**src/rtl/btn_input_conditioner.sv**
```systemverilog
// Push-button front end: two-flop sync, per-channel debounce FSM, one-cycle move strobes
// with same-player rh/lf lock-out. Define AUTOREPEAT_EN to add hold-to-repeat strobes.
module btn_input_conditioner #(
  parameter int N_BTN         = 4,
  parameter bit ACTIVE_LOW    = 1'b1,
  parameter int DEB_CYC       = 500000,
  parameter int REP_DELAY_CYC = 12500000,
  parameter int REP_RATE_CYC  = 1000000
) (
  input  logic             clk,
  input  logic             rst,
  input  logic [N_BTN-1:0] btn_raw,
  output logic [N_BTN-1:0] btn_level,
  output logic [N_BTN-1:0] btn_pulse,
  output logic             btn_any
);

  localparam int MAX_DR  = (DEB_CYC > REP_DELAY_CYC) ? DEB_CYC : REP_DELAY_CYC;
  localparam int MAX_CYC = (MAX_DR > REP_RATE_CYC) ? MAX_DR : REP_RATE_CYC;
  localparam int CW      = (MAX_CYC > 2) ? $clog2(MAX_CYC) : 1;

  // Press/release is accepted on the edge the count would reach DEB_CYC-1; the
  // entry edge itself is the first stable sample.
  localparam logic [CW-1:0] DEB_LAST = CW'(DEB_CYC - 1);
  localparam logic [CW-1:0] DEB_ARM  = CW'(DEB_CYC - 2);

  localparam logic [N_BTN-1:0] REL_VAL = ACTIVE_LOW ? '1 : '0;

  typedef enum logic [2:0] {
    WAIT_REL,
    IDLE,
    DEB_PRESS,
    PRESSED,
    DEB_REL
  } state_t;

  logic [N_BTN-1:0] sync1, sync2, synced;
  logic [N_BTN-1:0] req, fire;
  state_t           state [N_BTN];
  logic [CW-1:0]    cnt   [N_BTN];

`ifdef AUTOREPEAT_EN
  localparam logic [CW-1:0] REP_FIRE   = CW'(REP_DELAY_CYC - 1);
  localparam logic [CW-1:0] REP_RELOAD = CW'(REP_DELAY_CYC - REP_RATE_CYC);
  logic [CW-1:0] hold [N_BTN];
`endif

  assign synced = ACTIVE_LOW ? ~sync2 : sync2;

  // NOTE: every always_comb output gets a default first so no latch is inferred.
  always_comb begin
    req = '0;
    for (int i = 0; i < N_BTN; i++) begin
      if (state[i] == DEB_PRESS && synced[i] && cnt[i] == DEB_ARM) req[i] = 1'b1;
`ifdef AUTOREPEAT_EN
      if (state[i] == PRESSED && synced[i] && hold[i] == REP_FIRE) req[i] = 1'b1;
`endif
    end
  end

  // A player's rh and lf strobing together cancel each other.
  for (genvar p = 0; p < N_BTN / 2; p++) begin : g_lock
    assign fire[2*p]   = req[2*p]   & ~req[2*p+1];
    assign fire[2*p+1] = req[2*p+1] & ~req[2*p];
  end
  if (N_BTN % 2 == 1) begin : g_odd
    assign fire[N_BTN-1] = req[N_BTN-1];
  end

  assign btn_any = |btn_pulse;

  // NOTE: sequential state uses non-blocking assignments only, so every flop
  // samples the pre-edge values regardless of statement order.
  always_ff @(posedge clk) begin
    if (rst) begin
      sync1     <= REL_VAL;
      sync2     <= REL_VAL;
      btn_level <= '0;
      btn_pulse <= '0;
      // NOTE: the per-channel arrays are a few flops each, not RAM, so they
      // are reset explicitly to give a defined WAIT_REL start.
      for (int i = 0; i < N_BTN; i++) begin
        state[i] <= WAIT_REL;
        cnt[i]   <= '0;
`ifdef AUTOREPEAT_EN
        hold[i]  <= '0;
`endif
      end
    end else begin
      sync1     <= btn_raw;
      sync2     <= sync1;
      btn_pulse <= fire;
      for (int i = 0; i < N_BTN; i++) begin
        case (state[i])
          WAIT_REL: begin
            if (synced[i]) begin
              cnt[i] <= '0;
            end else if (cnt[i] == DEB_LAST) begin
              state[i] <= IDLE;
              cnt[i]   <= '0;
            end else begin
              cnt[i] <= cnt[i] + CW'(1);
            end
          end
          IDLE: begin
            if (synced[i]) begin
              state[i] <= DEB_PRESS;
              cnt[i]   <= '0;
            end
          end
          DEB_PRESS: begin
            if (!synced[i]) begin
              state[i] <= IDLE;
            end else if (cnt[i] == DEB_ARM) begin
              state[i]     <= PRESSED;
              btn_level[i] <= 1'b1;
`ifdef AUTOREPEAT_EN
              hold[i]      <= '0;
`endif
            end else begin
              cnt[i] <= cnt[i] + CW'(1);
            end
          end
          PRESSED: begin
            if (!synced[i]) begin
              state[i] <= DEB_REL;
              cnt[i]   <= '0;
            end
`ifdef AUTOREPEAT_EN
            else if (hold[i] == REP_FIRE) begin
              hold[i] <= REP_RELOAD;
            end else begin
              hold[i] <= hold[i] + CW'(1);
            end
`endif
          end
          DEB_REL: begin
            if (synced[i]) begin
              state[i] <= PRESSED;
`ifdef AUTOREPEAT_EN
              hold[i]  <= '0;
`endif
            end else if (cnt[i] == DEB_ARM) begin
              state[i]     <= IDLE;
              btn_level[i] <= 1'b0;
            end else begin
              cnt[i] <= cnt[i] + CW'(1);
            end
          end
          default: state[i] <= WAIT_REL;
        endcase
      end
    end
  end

endmodule

```
**config.mk**
```make
export PLATFORM = sky130hd
export DESIGN_NAME = btn_input_conditioner
export DESIGN_NICKNAME = d
export VERILOG_FILES = /design/src/rtl/btn_input_conditioner.sv
export SDC_FILE = /design/constraint.sdc
export NUM_CORES = 1
export LEC_CHECK = 0
export ABC_AREA = 1
export CELL_PAD_IN_SITES_DETAIL_PLACEMENT = 0
export CELL_PAD_IN_SITES_GLOBAL_PLACEMENT = 1
export CORE_MARGIN = 3
export CORE_UTILIZATION = 51
export CTS_CLUSTER_SIZE = 25
export DETAILED_ROUTE_END_ITERATION = 6
export PLACE_DENSITY_LB_ADDON = 0.1
export SYNTH_ARGS = -nofsm -noshare
export SYNTH_HDL_FRONTEND = slang
export SYNTH_SLANG_ARGS = --single-unit
```
**constraint.sdc**
```tcl
create_clock -name clk -period 6.1 [get_ports clk]
set_input_delay 1.22 -clock clk [delete_from_list [all_inputs] [get_ports clk]]
set_output_delay 1.22 -clock clk [all_outputs]
set_load 0.005 [all_outputs]
```
==> results of run 1 <==
-- sequential cells by signal (all words and copies together), names as in the netlist --
register and count:
btn_level 4, btn_pulse 4, cnt 96, state 12, sync1 4, sync2 4
-- cell usage after synthesis (2+ instances only) --
cell type | number | area [um^2]
sky130_fd_sc_hd__nand2_2 | 4 | 25.0
sky130_fd_sc_hd__inv_1 | 185 | 694
sky130_fd_sc_hd__nand3b_1 | 4 | 30.0
sky130_fd_sc_hd__nor2_4 | 3 | 33.8
sky130_fd_sc_hd__nor2b_1 | 7 | 43.8
sky130_fd_sc_hd__o21ai_0 | 10 | 50.1
sky130_fd_sc_hd__buf_2 | 4 | 20.0
sky130_fd_sc_hd__o21bai_1 | 4 | 30.0
sky130_fd_sc_hd__o211ai_1 | 6 | 45.0
sky130_fd_sc_hd__inv_2 | 8 | 30.0
sky130_fd_sc_hd__edfxtp_1 | 108 | 3240
sky130_fd_sc_hd__nand3_1 | 80 | 400
sky130_fd_sc_hd__xnor2_1 | 17 | 149
sky130_fd_sc_hd__nor3_2 | 4 | 40.0
sky130_fd_sc_hd__buf_6 | 5 | 56.3
sky130_fd_sc_hd__a21o_1 | 5 | 37.5
sky130_fd_sc_hd__or2_2 | 10 | 62.6
sky130_fd_sc_hd__dfxtp_1 | 16 | 320
sky130_fd_sc_hd__nand2_1 | 284 | 1070
sky130_fd_sc_hd__clkbuf_1 | 2 | 7.51
sky130_fd_sc_hd__nor2_1 | 192 | 721
sky130_fd_sc_hd__xor2_1 | 42 | 368
sky130_fd_sc_hd__and2_1 | 3 | 18.8
sky130_fd_sc_hd__nor3_1 | 17 | 85.1
sky130_fd_sc_hd__nor2_2 | 13 | 81.3
sky130_fd_sc_hd__buf_4 | 2 | 15.0
sky130_fd_sc_hd__nand4_1 | 41 | 257
sky130_fd_sc_hd__ha_1 | 8 | 100
sky130_fd_sc_hd__a21oi_1 | 8 | 40.0
sky130_fd_sc_hd__a31oi_1 | 7 | 43.8
-- cell families after synthesis --
kind of cell | after synthesis
compound gates | 43
xor+xnor | 59
simple gates | 670
fa+ha+maj | 8
buf+inv | 208
flops | 124
-- per-layer routing --
metal	vias to the layer above	wire [um]	global-route usage, %
met4	0	188	4.97
met5	-	0	0
li1	3591	-	-
met2	110	8270	34.1
met3	17	644	4.68
met1	3051	8470	27.4
-- power by group through the flow --
stage | Combinational [mW] | Clock (mW) | Sequential [mW]
2_1_floorplan | 0.301 | 0 | 1.15
3_3_place_gp | 0.360 | 0 | 1.18
3_5_place_dp | 0.363 | 0 | 1.18
4_1_cts | 0.366 | 1.04 | 1.17
5_1_grt | 0.419 | 1.07 | 1.19
6_report | 0.360 | 1.02 | 1.17
-- final cells by class --
class / count / share of cell area (%)
Clock buffer: 22 / 5.28
Clock inverter: 10 / 1.21
Inverter: 195 / 8.00
Multi-Input combinational cell: 780 / 41.9
Sequential cell: 124 / 38.8
Tap cell: 211 / 2.88
Timing Repair Buffer: 19 / 1.94
-- through the flow --
stage               cells  hold slack, ns
floorplan            1112           0.389
global placement     1329           0.392
detailed placement   1329           0.398
CTS                  1361           0.411
global route         1361           0.435
finish               1361           0.407
-- worst max-delay path: stages --
cell and delay (ns):
sky130_fd_sc_hd__clkdlybuf4s50_1 0.46, sky130_fd_sc_hd__buf_4 0.29, sky130_fd_sc_hd__inv_4 0.19, sky130_fd_sc_hd__nand2_1 0.13, sky130_fd_sc_hd__nor3_1 0.07, sky130_fd_sc_hd__nor2_1 0.16
sky130_fd_sc_hd__nand4_1 0.50, sky130_fd_sc_hd__buf_4 0.41
-- path summary, 6_finish.rpt --
path | from | to | slack [ns] | cells past startpoint
worst max register to register | cnt[2][0] | cnt[2][18] | 3.71 | 9
worst min-delay path | sync1[0] | sync2[0] | 0.41 | 1
worst max-delay path | rst | cnt[3][23] | 2.81 | 8
worst min register to register | sync1[0] | sync2[0] | 0.41 | 1
-- cells in the final DEF, fill, tap and decap left out, types with 14 or more instances in the layout --
master / count
sky130_fd_sc_hd__xor2_1: 42
sky130_fd_sc_hd__nand4_1: 41
sky130_fd_sc_hd__edfxtp_1: 108
sky130_fd_sc_hd__clkdlybuf4s50_1: 14
sky130_fd_sc_hd__inv_1: 185
sky130_fd_sc_hd__nor3_1: 17
sky130_fd_sc_hd__nand2_1: 284
sky130_fd_sc_hd__xnor2_1: 17
sky130_fd_sc_hd__clkbuf_16: 17
sky130_fd_sc_hd__nand3_1: 80
sky130_fd_sc_hd__nor2_1: 192
sky130_fd_sc_hd__dfxtp_1: 16
==> metrics.cfg, run 1 <==
[route]
drcViolationCount=0
wl_per_cell_um=12.9
drtPass1Iterations=5
route.detailed.vias_per_inst=4.97
drtAntennaViolNets=0
initialDrtViolationCount=367
vias_post_dr=6769
routed_wirelength_um=17600

[logic_synthesis]
synthesized_netlist_cell_count=1112
syn_avg_cell_area_um2=7.41
async_reset_ff_share_pct=0
mappedNetlistNets=1126
synth_area_in_simple_gates_pct=35.9
synthFlopType=sky130_fd_sc_hd__edfxtp_1
synth_xor_area_share_pct=6.27
ys_types=43
yosysWarnings=0
synthAdderAreaFrac_pct=1.22
synth_edf_count=108
synth.cell_area_um2=8240
synthesized_flop_and_latch_total=124
sequential_share_of_the_synthesized_area_pct=43.3
synth_compound_gate_area_share_pct=3.24
synth_top_family_by_area=simple AND/OR/NAND/NOR gates
synth.area.mux_share_pct=0

[place]
place_area_um2=8580
gp_routability_congestion=0.868
hpwl_um=12900
detailedPlace.worstSlack_ns=2.40
numPortBuffers=14

[die]
die-height_um=133
die_area_um2=17700
die_w_um=133
floorplan.rows=45
io_pins=15
fp.coreArea_um2=15500
initial_utilization_pct=53.2

[sta]
final.setup_skew_ns=0.0109
setup_viol=0
final_max_slew_viol_count=0
fin_setup_tns_ns=0
grt_setup_unrepaired=no
min_period_ns=3.29
fin_ws_ns=2.81
worst_margin_slew_ns=0.769
final.period_utilization_pct=54.0
maxSlewHeadroom_pct=48.6
max_freq_mhz=304
finalHoldViolCount=0

[cts]
clkSlewWorstSetupHoldPaths_ns=0.05
cts-htree-levels=4
numCtsBuffers=17
clk_path_buf_depth=2
cts-root-buf=sky130_fd_sc_hd__clkbuf_16
cts_sinks=124
cts.repair_timing.setup_buffer_count=0
cts_tree=yes
hold_buffer_count_at_cts=0
post_cts.resized_instances=0
insertion_delay_ns=0.42

[cells_and_area]
utilization_pct=59.3
layout.area.seq_um2=3560
multi_input_area_um2=3840
final_layout_size_suffix_gt1_share_pct=7.39
postLayoutCellArea_um2=9180
insertedDiodeCount=0
final.fill_count=1425
finish.net_count=1151
syn2layout_area_growth_pct=11.4

[global_routing]
grt_max_degree=28
overall_overflow_remaining_after_global_route=0
grt_first_pass_wirelength_um=29800
grt.total_usage_pct=20.5
first_global_vias=6398
grt_antenna_before_repair=0

[power]
worst_ir_drop_vdd_mv=0.197
sequentialPowerShare_pct=46.0
combinationalPowerShare_pct=14.2
totalPowerFinal_mw=2.55
cell_internal_pwr_mw=1.82
clockPowerShare_pct=39.9
power_density_nw_per_um2=278
leakagePower_nw=4.19
switching_share_pct=28.6
switching_power_mw=0.729

[critical_path]
timing_worst_setup_path_type=in2reg
worst_ep_required_time_ns=6.26
cp.arrival_ns=3.45
cp-start-kind=primary input
timing.critical_path.to_type=flip-flop
critPathMaxFanout=27

[run]
cap_violations=0

[worst_hold_path]
worstHoldPathType=reg2reg

[status]
run_status=finished clean

Power figures use the tool's default switching activity.
==> run 2: changes to the inputs <==
Settings changed: CORE_UTILIZATION 51 to 43.
Clock period 6.1 ns to 3 ns, I/O delays scaled along.
==> run 2 against run 1 <==
Net effect: combinational power is 110% higher; via count is 0.33% higher; register-to-register slack worse by 2.8 ns; first-iteration DRC count is 4.6% lower; sequential power is 100% higher; hold slack better by 0.00095 ns; clock-buffer cell count is 2 higher; final area is 1.3% higher; utilization is 8.7 points lower.
==> metrics.cfg, run 2 (synthesized netlist as in run 1, its figures left out) <==
[power]
power_density_nw_per_um2=576
switching_share_pct=27.9
leakagePower_nw=4.24
clockPowerShare_pct=41.4
switching_power_mw=1.49
cell_internal_pwr_mw=3.86
combinationalPowerShare_pct=14.1
sequentialPowerShare_pct=44.5
worst_ir_drop_vdd_mv=0.390
totalPowerFinal_mw=5.35

[die]
initial_utilization_pct=44.8
io_pins=15
die_w_um=144
die_area_um2=20900
floorplan.rows=49
die-height_um=144
fp.coreArea_um2=18400

[cts]
post_cts.resized_instances=0
clk_path_buf_depth=2
cts-root-buf=sky130_fd_sc_hd__clkbuf_16
cts_sinks=124
insertion_delay_ns=0.42
hold_buffer_count_at_cts=0
clkSlewWorstSetupHoldPaths_ns=0.05
numCtsBuffers=17
cts_tree=yes
cts.repair_timing.setup_buffer_count=0
cts-htree-levels=4

[sta]
fin_setup_tns_ns=0
maxSlewHeadroom_pct=69.4
max_freq_mhz=425
setup_viol=0
final.period_utilization_pct=78.3
worst_margin_slew_ns=0.455
final_max_slew_viol_count=0
grt_setup_unrepaired=no
min_period_ns=2.35
finalHoldViolCount=0
final.setup_skew_ns=0.0121

[run]
cap_violations=0

[cells_and_area]
insertedDiodeCount=0
largest-register=cnt
commonest_cells_after_routing_fill_and_taps_aside=sky130_fd_sc_hd__nand2_1, sky130_fd_sc_hd__nor2_1, sky130_fd_sc_hd__inv_1
finish.net_count=1155
final_layout_size_suffix_gt1_share_pct=7.37
postLayoutCellArea_um2=9290
top_regs=cnt (96), state (12)
final.fill_count=1781
syn2layout_area_growth_pct=12.8
commonest_non_fill_non_tap_cell_in_the_layout=sky130_fd_sc_hd__nand2_1
largest_register_ffs=96

[critical_path]
timing.critical_path.to_type=primary output
cp_buf_inv_count=1
cp-start-kind=flip-flop
timing_worst_setup_path_type=reg2out
critPathMaxFanout=2
critical-path-top-delay-family=simple AND/OR/NAND/NOR gates
crit_slowest_cell=sky130_fd_sc_hd__or4_1
worst_ep_required_time_ns=2.40
cp.arrival_ns=1.75
max_stage_delay_ns=0.53
worstPathCellList=or4_1 > clkdlybuf4s50_1

[route]
drtAntennaViolNets=0
vias_post_dr=6791
initialDrtViolationCount=350
drcViolationCount=0
wl_per_cell_um=13.3
drtPass1Iterations=5
route.detailed.vias_per_inst=4.91
routed_wirelength_um=18400

[place]
gp_routability_congestion=0.875
place_area_um2=8670
hpwl_um=13500
numPortBuffers=14

[global_routing]
first_global_vias=6556
grt_max_degree=28
grt_antenna_before_repair=0
grt.total_usage_pct=18.8
grt_first_pass_wirelength_um=31300
overall_overflow_remaining_after_global_route=0

[worst_hold_path]
worstHoldPathType=reg2reg

[status]
run_status=finished clean

-- run 2: power groups by stage --
stage	combinational, mW	clock, mW	sequential [mW]
finish	0.755	2.21	2.38
global route	0.881	2.34	2.42
CTS	0.767	2.25	2.38
detailed placement	0.760	0	2.41
global placement	0.763	0	2.41
floorplan	0.611	0	2.34
-- run 2: metrics by stage --
stage,hold slack (ns),utilization (%),std cells,setup slack [ns]
floorplan,0.389,-,1112,0.441
global placement,0.391,47.1,1351,0.341
detailed placement,0.398,47.1,1351,0.332
CTS,0.410,50.5,1383,0.609
global route,0.429,50.5,1383,0.558
finish,0.408,50.5,1383,0.650
-- run 2: final timing paths --
kind	cells after the start	endpoint	slack [ns]	startpoint
hold / removal	1	sync2[3]	0.41	sync1[3]
setup / recovery	2	btn_any	0.65	btn_pulse[1]
setup reg to reg	7	cnt[3][2]	0.92	cnt[3][6]
hold reg to reg	1	sync2[3]	0.41	sync1[3]
-- run 2: worst register-to-register path: stages, from the launching register on --
cell and delay (ns):
sky130_fd_sc_hd__edfxtp_1 0.48, sky130_fd_sc_hd__nor2_1 0.18, sky130_fd_sc_hd__nand4_1 0.13, sky130_fd_sc_hd__nor2_2 0.19
sky130_fd_sc_hd__nand2_2 0.08, sky130_fd_sc_hd__nand3_1 0.11, sky130_fd_sc_hd__nand3_2 0.37, sky130_fd_sc_hd__and2_1 0.30
-- run 2: area by class of cell --
cell class	count	area, um^2	share of cell area (%)
clock buffers	24	482	5.18
clock inverters	8	141	1.52
inverters	195	734	7.90
multi-input cells	780	3840	41.3
flip-flops and latches	124	3560	38.3
well taps	229	287	3.08
repair buffers	23	245	2.64
-- run 2: layer usage --
layer / vias up / wire, um / track usage (%)
li1: 3592 / - / -
met1: 3058 / 9180 / 25.3
met2: 126 / 8380 / 30.8
met3: 15 / 654 / 4.07
met4: 0 / 210 / 4.66
met5: - / 0 / 0
==> run 3: changes to the inputs <==
Settings changed: CORE_UTILIZATION 43 to 47.
Clock period 3 ns to 2.2 ns, I/O delays scaled along.
==> run 3 against run 2 <==
Net effect: total power is 37% higher; sequential power rose by 35%; hold slack worse by 0.0013 ns; global-route usage up 1.2 points; largest power group unchanged; register-to-register slack got worse by 0.67 ns; largest cell class unchanged; critical endpoint unchanged; clock-buffer cell count fell by 5; sequential share of layout area fell by 1.3 points; wire length grew 1.0%; highest routed layer unchanged; die area down 8.2%; critical path type unchanged; sequential cell count is the same.
==> metrics.cfg, run 3 (synthesized netlist as in run 1, its figures left out) <==
[critical_path]
critPathMaxFanout=2
timing.critical_path.to_type=primary output
cp-start-kind=flip-flop
cp.arrival_ns=1.66
r2r_start=cnt[1][0]
worst_ep_required_time_ns=1.76
timing_worst_setup_path_type=reg2out
cp-startpoint=btn_pulse[1]

[place]
place_area_um2=9000
gp_routability_congestion=0.853
numPortBuffers=14
dp_cells=1379
detailedPlace.worstSlack_ns=-0.0503
hpwl_um=13800

[run]
cap_violations=0

[sta]
final.hold.worst_slack_ns=0.407
setup_viol=0
finalHoldViolCount=0
min_period_ns=2.10
worst_margin_slew_ns=0.481
final.period_utilization_pct=95.7
grt_setup_unrepaired=no
fin_setup_tns_ns=0
maxSlewHeadroom_pct=67.7
fin_ws_ns=0.0956
final.setup_skew_ns=0.00922
final_max_slew_viol_count=0
max_freq_mhz=475

[cells_and_area]
finish.net_count=1192
layout_cells_excl_fill=1411
syn2layout_area_growth_pct=16.8
final_layout_size_suffix_gt1_share_pct=11.3
top_regs=cnt (96), state (12)
utilization_pct=57.0
commonest_cells_after_routing_fill_and_taps_aside=sky130_fd_sc_hd__nand2_1, sky130_fd_sc_hd__nor2_1, sky130_fd_sc_hd__inv_1
largest_register_ffs=96
largest-register=cnt
commonest_non_fill_non_tap_cell_in_the_layout=sky130_fd_sc_hd__nand2_1
insertedDiodeCount=0
postLayoutCellArea_um2=9620

[die]
fp.coreArea_um2=16900
die-height_um=138
die_area_um2=19200
die_w_um=138
initial_utilization_pct=48.8
io_pins=15
floorplan.rows=47

[route]
maxUsedRoutingLayer=met4
vias_post_dr=6968
drtAntennaViolNets=0
route.detailed.vias_per_inst=4.94
initialDrtViolationCount=384
wl_per_cell_um=13.2
routed-wl-met3_um=590
met1Wirelength_um=9720
routed_wirelength_um=18600
met2WireLength_um=8120
drtPass1Iterations=5
drcViolationCount=0

[global_routing]
grt_max_degree=25
overall_overflow_remaining_after_global_route=0
grt.total_usage_pct=20.0
first_global_vias=6678
grt_first_pass_wirelength_um=31900
grt_antenna_before_repair=1

[cts]
cts.repair_timing.setup_buffer_count=0
post_cts.resized_instances=0
cts-root-buf=sky130_fd_sc_hd__clkbuf_16
cts_sinks=124
clk_path_buf_depth=2
cts-htree-levels=4
hold_buffer_count_at_cts=0
clkSlewWorstSetupHoldPaths_ns=0.06
numCtsBuffers=17
insertion_delay_ns=0.42
cts_tree=yes

[power]
clockPowerShare_pct=40.0
power_density_nw_per_um2=761
sequentialPowerShare_pct=44.0
totalPowerFinal_mw=7.32
switching_share_pct=28.9
cell_internal_pwr_mw=5.20
leakagePower_nw=4.42
worst_ir_drop_vdd_mv=0.589
switching_power_mw=2.12
combinationalPowerShare_pct=16.0

[worst_hold_path]
worstHoldPathType=reg2reg
origin_of_the_worst_min_delay_path=sync1[3]

[status]
run_status=finished clean

==> run 3: cell count changes in the layout (fill, tap and decap cells not counted), sizes merged <==
cell	delta
buf	+37
clkbuf	-5
clkinv	+2
clkinvlp	+3
inv	+1
bufinv	-1
==> run 3: worst paths after layout <==
| kind | to | slack, ns | cells past startpoint |
|---|---|---|---|
| max | btn_any | 0.1 | 2 |
| max reg2reg | cnt[1][17] | 0.25 | 8 |
| min | sync2[3] | 0.41 | 1 |
| min reg2reg | sync2[3] | 0.41 | 1 |
==> run 3: layout make-up <==
type / instances / area, um^2
well taps: 220 / 275
repair buffers: 60 / 561
clock inverters: 13 / 165
multi-input cells: 780 / 3870
fillers: 1613 / 7250
flip-flops and latches: 124 / 3560
clock buffers: 19 / 453
inverters: 195 / 734
==> run 3: power by group through the flow <==
| stage | logic [mW] | registers [mW] | clock network, mW |
|---|---|---|---|
| 2_1_floorplan | 0.842 | 3.20 | 0 |
| 3_3_place_gp | 1.16 | 3.26 | 0 |
| 3_5_place_dp | 1.17 | 3.26 | 0 |
| 4_1_cts | 1.18 | 3.22 | 3.00 |
| 5_1_grt | 1.34 | 3.27 | 3.13 |
| 6_report | 1.17 | 3.22 | 2.93 |
==> run 3: routing by layer <==
| layer | GRT usage [%] | vias to the layer above |
|---|---|---|
| met5 | 0 | - |
| met4 | 5.93 | 0 |
| met3 | 3.31 | 14 |
| met2 | 30.5 | 106 |
| met1 | 29.4 | 3175 |
| li1 | - | 3673 |
==> run 3: critical path, cell delays in order, from the launching register on <==
cell,delay [ns]
sky130_fd_sc_hd__dfxtp_1,0.30
sky130_fd_sc_hd__or4_1,0.50
sky130_fd_sc_hd__clkdlybuf4s50_1,0.45
==> RTL change, RTL diff (config.mk and constraints of run 2) <==
Put one more register stage on the output `btn_level`, cleared by the reset. The value now appears one clock later. The other outputs are not delayed to match.
--- a/src/rtl/btn_input_conditioner.sv
+++ b/src/rtl/btn_input_conditioner.sv
@@ -33,6 +33,8 @@
     PRESSED,
     DEB_REL
   } state_t;
+
+  logic [N_BTN-1:0] btn_level_s0;
 
   logic [N_BTN-1:0] sync1, sync2, synced;
   logic [N_BTN-1:0] req, fire;
@@ -75,7 +77,7 @@
     if (rst) begin
       sync1     <= REL_VAL;
       sync2     <= REL_VAL;
-      btn_level <= '0;
+      btn_level_s0 <= '0;
       btn_pulse <= '0;
       // NOTE: the per-channel arrays are a few flops each, not RAM, so they
       // are reset explicitly to give a defined WAIT_REL start.
@@ -113,7 +115,7 @@
               state[i] <= IDLE;
             end else if (cnt[i] == DEB_ARM) begin
               state[i]     <= PRESSED;
-              btn_level[i] <= 1'b1;
+              btn_level_s0[i] <= 1'b1;
 `ifdef AUTOREPEAT_EN
               hold[i]      <= '0;
 `endif
@@ -142,7 +144,7 @@
 `endif
             end else if (cnt[i] == DEB_ARM) begin
               state[i]     <= IDLE;
-              btn_level[i] <= 1'b0;
+              btn_level_s0[i] <= 1'b0;
             end else begin
               cnt[i] <= cnt[i] + CW'(1);
             end
@@ -153,5 +155,13 @@
     end
   end
 
+  always_ff @(posedge clk) begin
+    if (rst) begin
+      btn_level <= '0;
+    end else begin
+      btn_level <= btn_level_s0;
+    end
+  end
+
 endmodule
 
Formal check against the unedited RTL: no difference found for any inputs over 10 cycles, from zero or initial values and one cycle with rst high; that may be too few to reach the edited logic, so the function may still have changed.
==> RTL change against run 2 <==
  * Routed wire length rose by 1.8%
  * Final area rose by 1.9%
  * Area after synthesis rose by 1.7%
  * Total power rose by 1.4%
  * Worst setup slack improved by 0.039 ns
  * Clock power rose by 2%
  * Largest cell class unchanged
  * Count of clock-buffer cells in the layout fell by 6
  * Highest routed layer unchanged
  * Sequential cell count rose by 4
  * Sequential power rose by 3%
==> RTL change: results (changes against run 2) <==
stage,metric,value,unit,change
pwr,p_sw,1.57,mW,was 1.49 mW
placement,place_inst,1381,,was 1351
route,drt_iter0_markers,484,,was 350
grt,grt_pass1_wl,32.4,mm,was 31.3 mm
pwr,p_leak,4.08,nW,was 4.24 nW
cells_and_area,reg_top3,"cnt: 96 flops, state: 12 flops",,unchanged
cells_and_area,fillers,1928,,was 1781
logic_synthesis,seq_area_frac_synth,43.5,%,was 43.3%
cells_and_area,final_nets,1154,,was 1155
outcome,status,finished clean,,unchanged
grt,grt_pass1_vias,6667,,was 6556
logic_synthesis,synth_commonest_cells,"258 x nand2_1, 213 x nor2_1, 172 x inv_1",,"was 284 x nand2_1, 192 x nor2_1, 185 x inv_1"
timing,fin_worst_skew,0.00930,ns,was 0.0121 ns
logic_synthesis,ys_top_cells_by_area,"edfxtp_1 39%, nand2_1 12%, nor2_1 9.5%",,"was edfxtp_1 39%, nand2_1 13%, nor2_1 8.7%"
placement,dpl_cell_area,8830,sq um,was 8670 sq um
grt,grt_usage,18.5,%,was 18.8%
grt,grt_max_degree,25,,was 28
placement,place.gp.congestion,0.841,,was 0.875
setup_path,path_max_fanout,24,,was 2
pwr,peakVddDrop,0.418,mV,was 0.390 mV
route,wl,18.8,mm,was 18.4 mm
cells_and_area,layout-drive-gt1-share,9.11,%,was 7.37%
logic_synthesis,synthCells,1108,,was 1112
timing,max-slew-margin-rel,68.6,%,was 69.4%
route,wl_per_cell,13.3,um,about the same
setup_path,arrival,2.40,ns,was 1.75 ns
route,vias,6794,,was 6791
placement,dp_hpwl,13.9,mm,was 13.5 mm
cells_and_area,regArea,3640,sq um,was 3560 sq um
placement,post-place-ws,0.253,ns,was 0.332 ns
-- RTL change: changes by cell type in the layout (fill, tap and decap cells not counted), sizes merged, moves of 6 or more --
cell / change
xor2: +7
nor2: +21
nor2b: -7
a31oi: +9
inv: -6
clkbuf: -6
nand2: -19
o21ai: +8
nand3: -7
-- RTL change: path summary, 6_finish.rpt --
kind	cells after the start	startpoint	to	slack (ns)
max	7	rst	cnt[0][2]	0.69
min	1	sync1[2]	sync2[2]	0.41
max reg2reg	10	cnt[2][0]	cnt[2][7]	0.85
min reg2reg	1	sync1[2]	sync2[2]	0.41
-- RTL change: layout make-up --
type                    count  area share (%)
multi-input cells         782            41.5
flip-flops and latches    128            38.5
inverters                 184            7.33
clock buffers              18            4.53
well taps                 260            3.44
repair buffers             27            2.51
clock inverters            14            2.17
-- RTL change: cells by family after synthesis --
group / synth area share [%]
DFF: 43.5
and+or+nand+nor: 35.3
adders and majority gates: 1.19
xor gates and xnor gates: 6.69
AOI/OAI and AO/OA: 3.79
buffers and inverters: 9.58
-- RTL change: critical path, cell delays in order --
cell	delay, ns
clkdlybuf4s50_1	0.62
inv_4	0.32
nand2_1	0.12
nor3_2	0.22
o21ai_2	0.11
nand3_1	0.07
buf_4	0.31
-- RTL change: layer usage --
| layer | GRT usage (%) | wire, um | vias up |
|---|---|---|---|
| li1 | - | - | 3621 |
| met1 | 26.5 | 9700 | 3059 |
| met2 | 28.9 | 8320 | 98 |
| met3 | 3.86 | 545 | 16 |
| met4 | 4.61 | 194 | 0 |
| met5 | 0 | 0 | - |
-- RTL change: power by group through the flow --
| stage | registers, mW | logic, mW | clock network (mW) |
|---|---|---|---|
| 2_1_floorplan | 2.41 | 0.600 | 0 |
| 3_3_place_gp | 2.47 | 0.747 | 0 |
| 3_5_place_dp | 2.47 | 0.746 | 0 |
| 4_1_cts | 2.44 | 0.751 | 2.30 |
| 5_1_grt | 2.48 | 0.866 | 2.38 |
| 6_report | 2.44 | 0.743 | 2.25 |
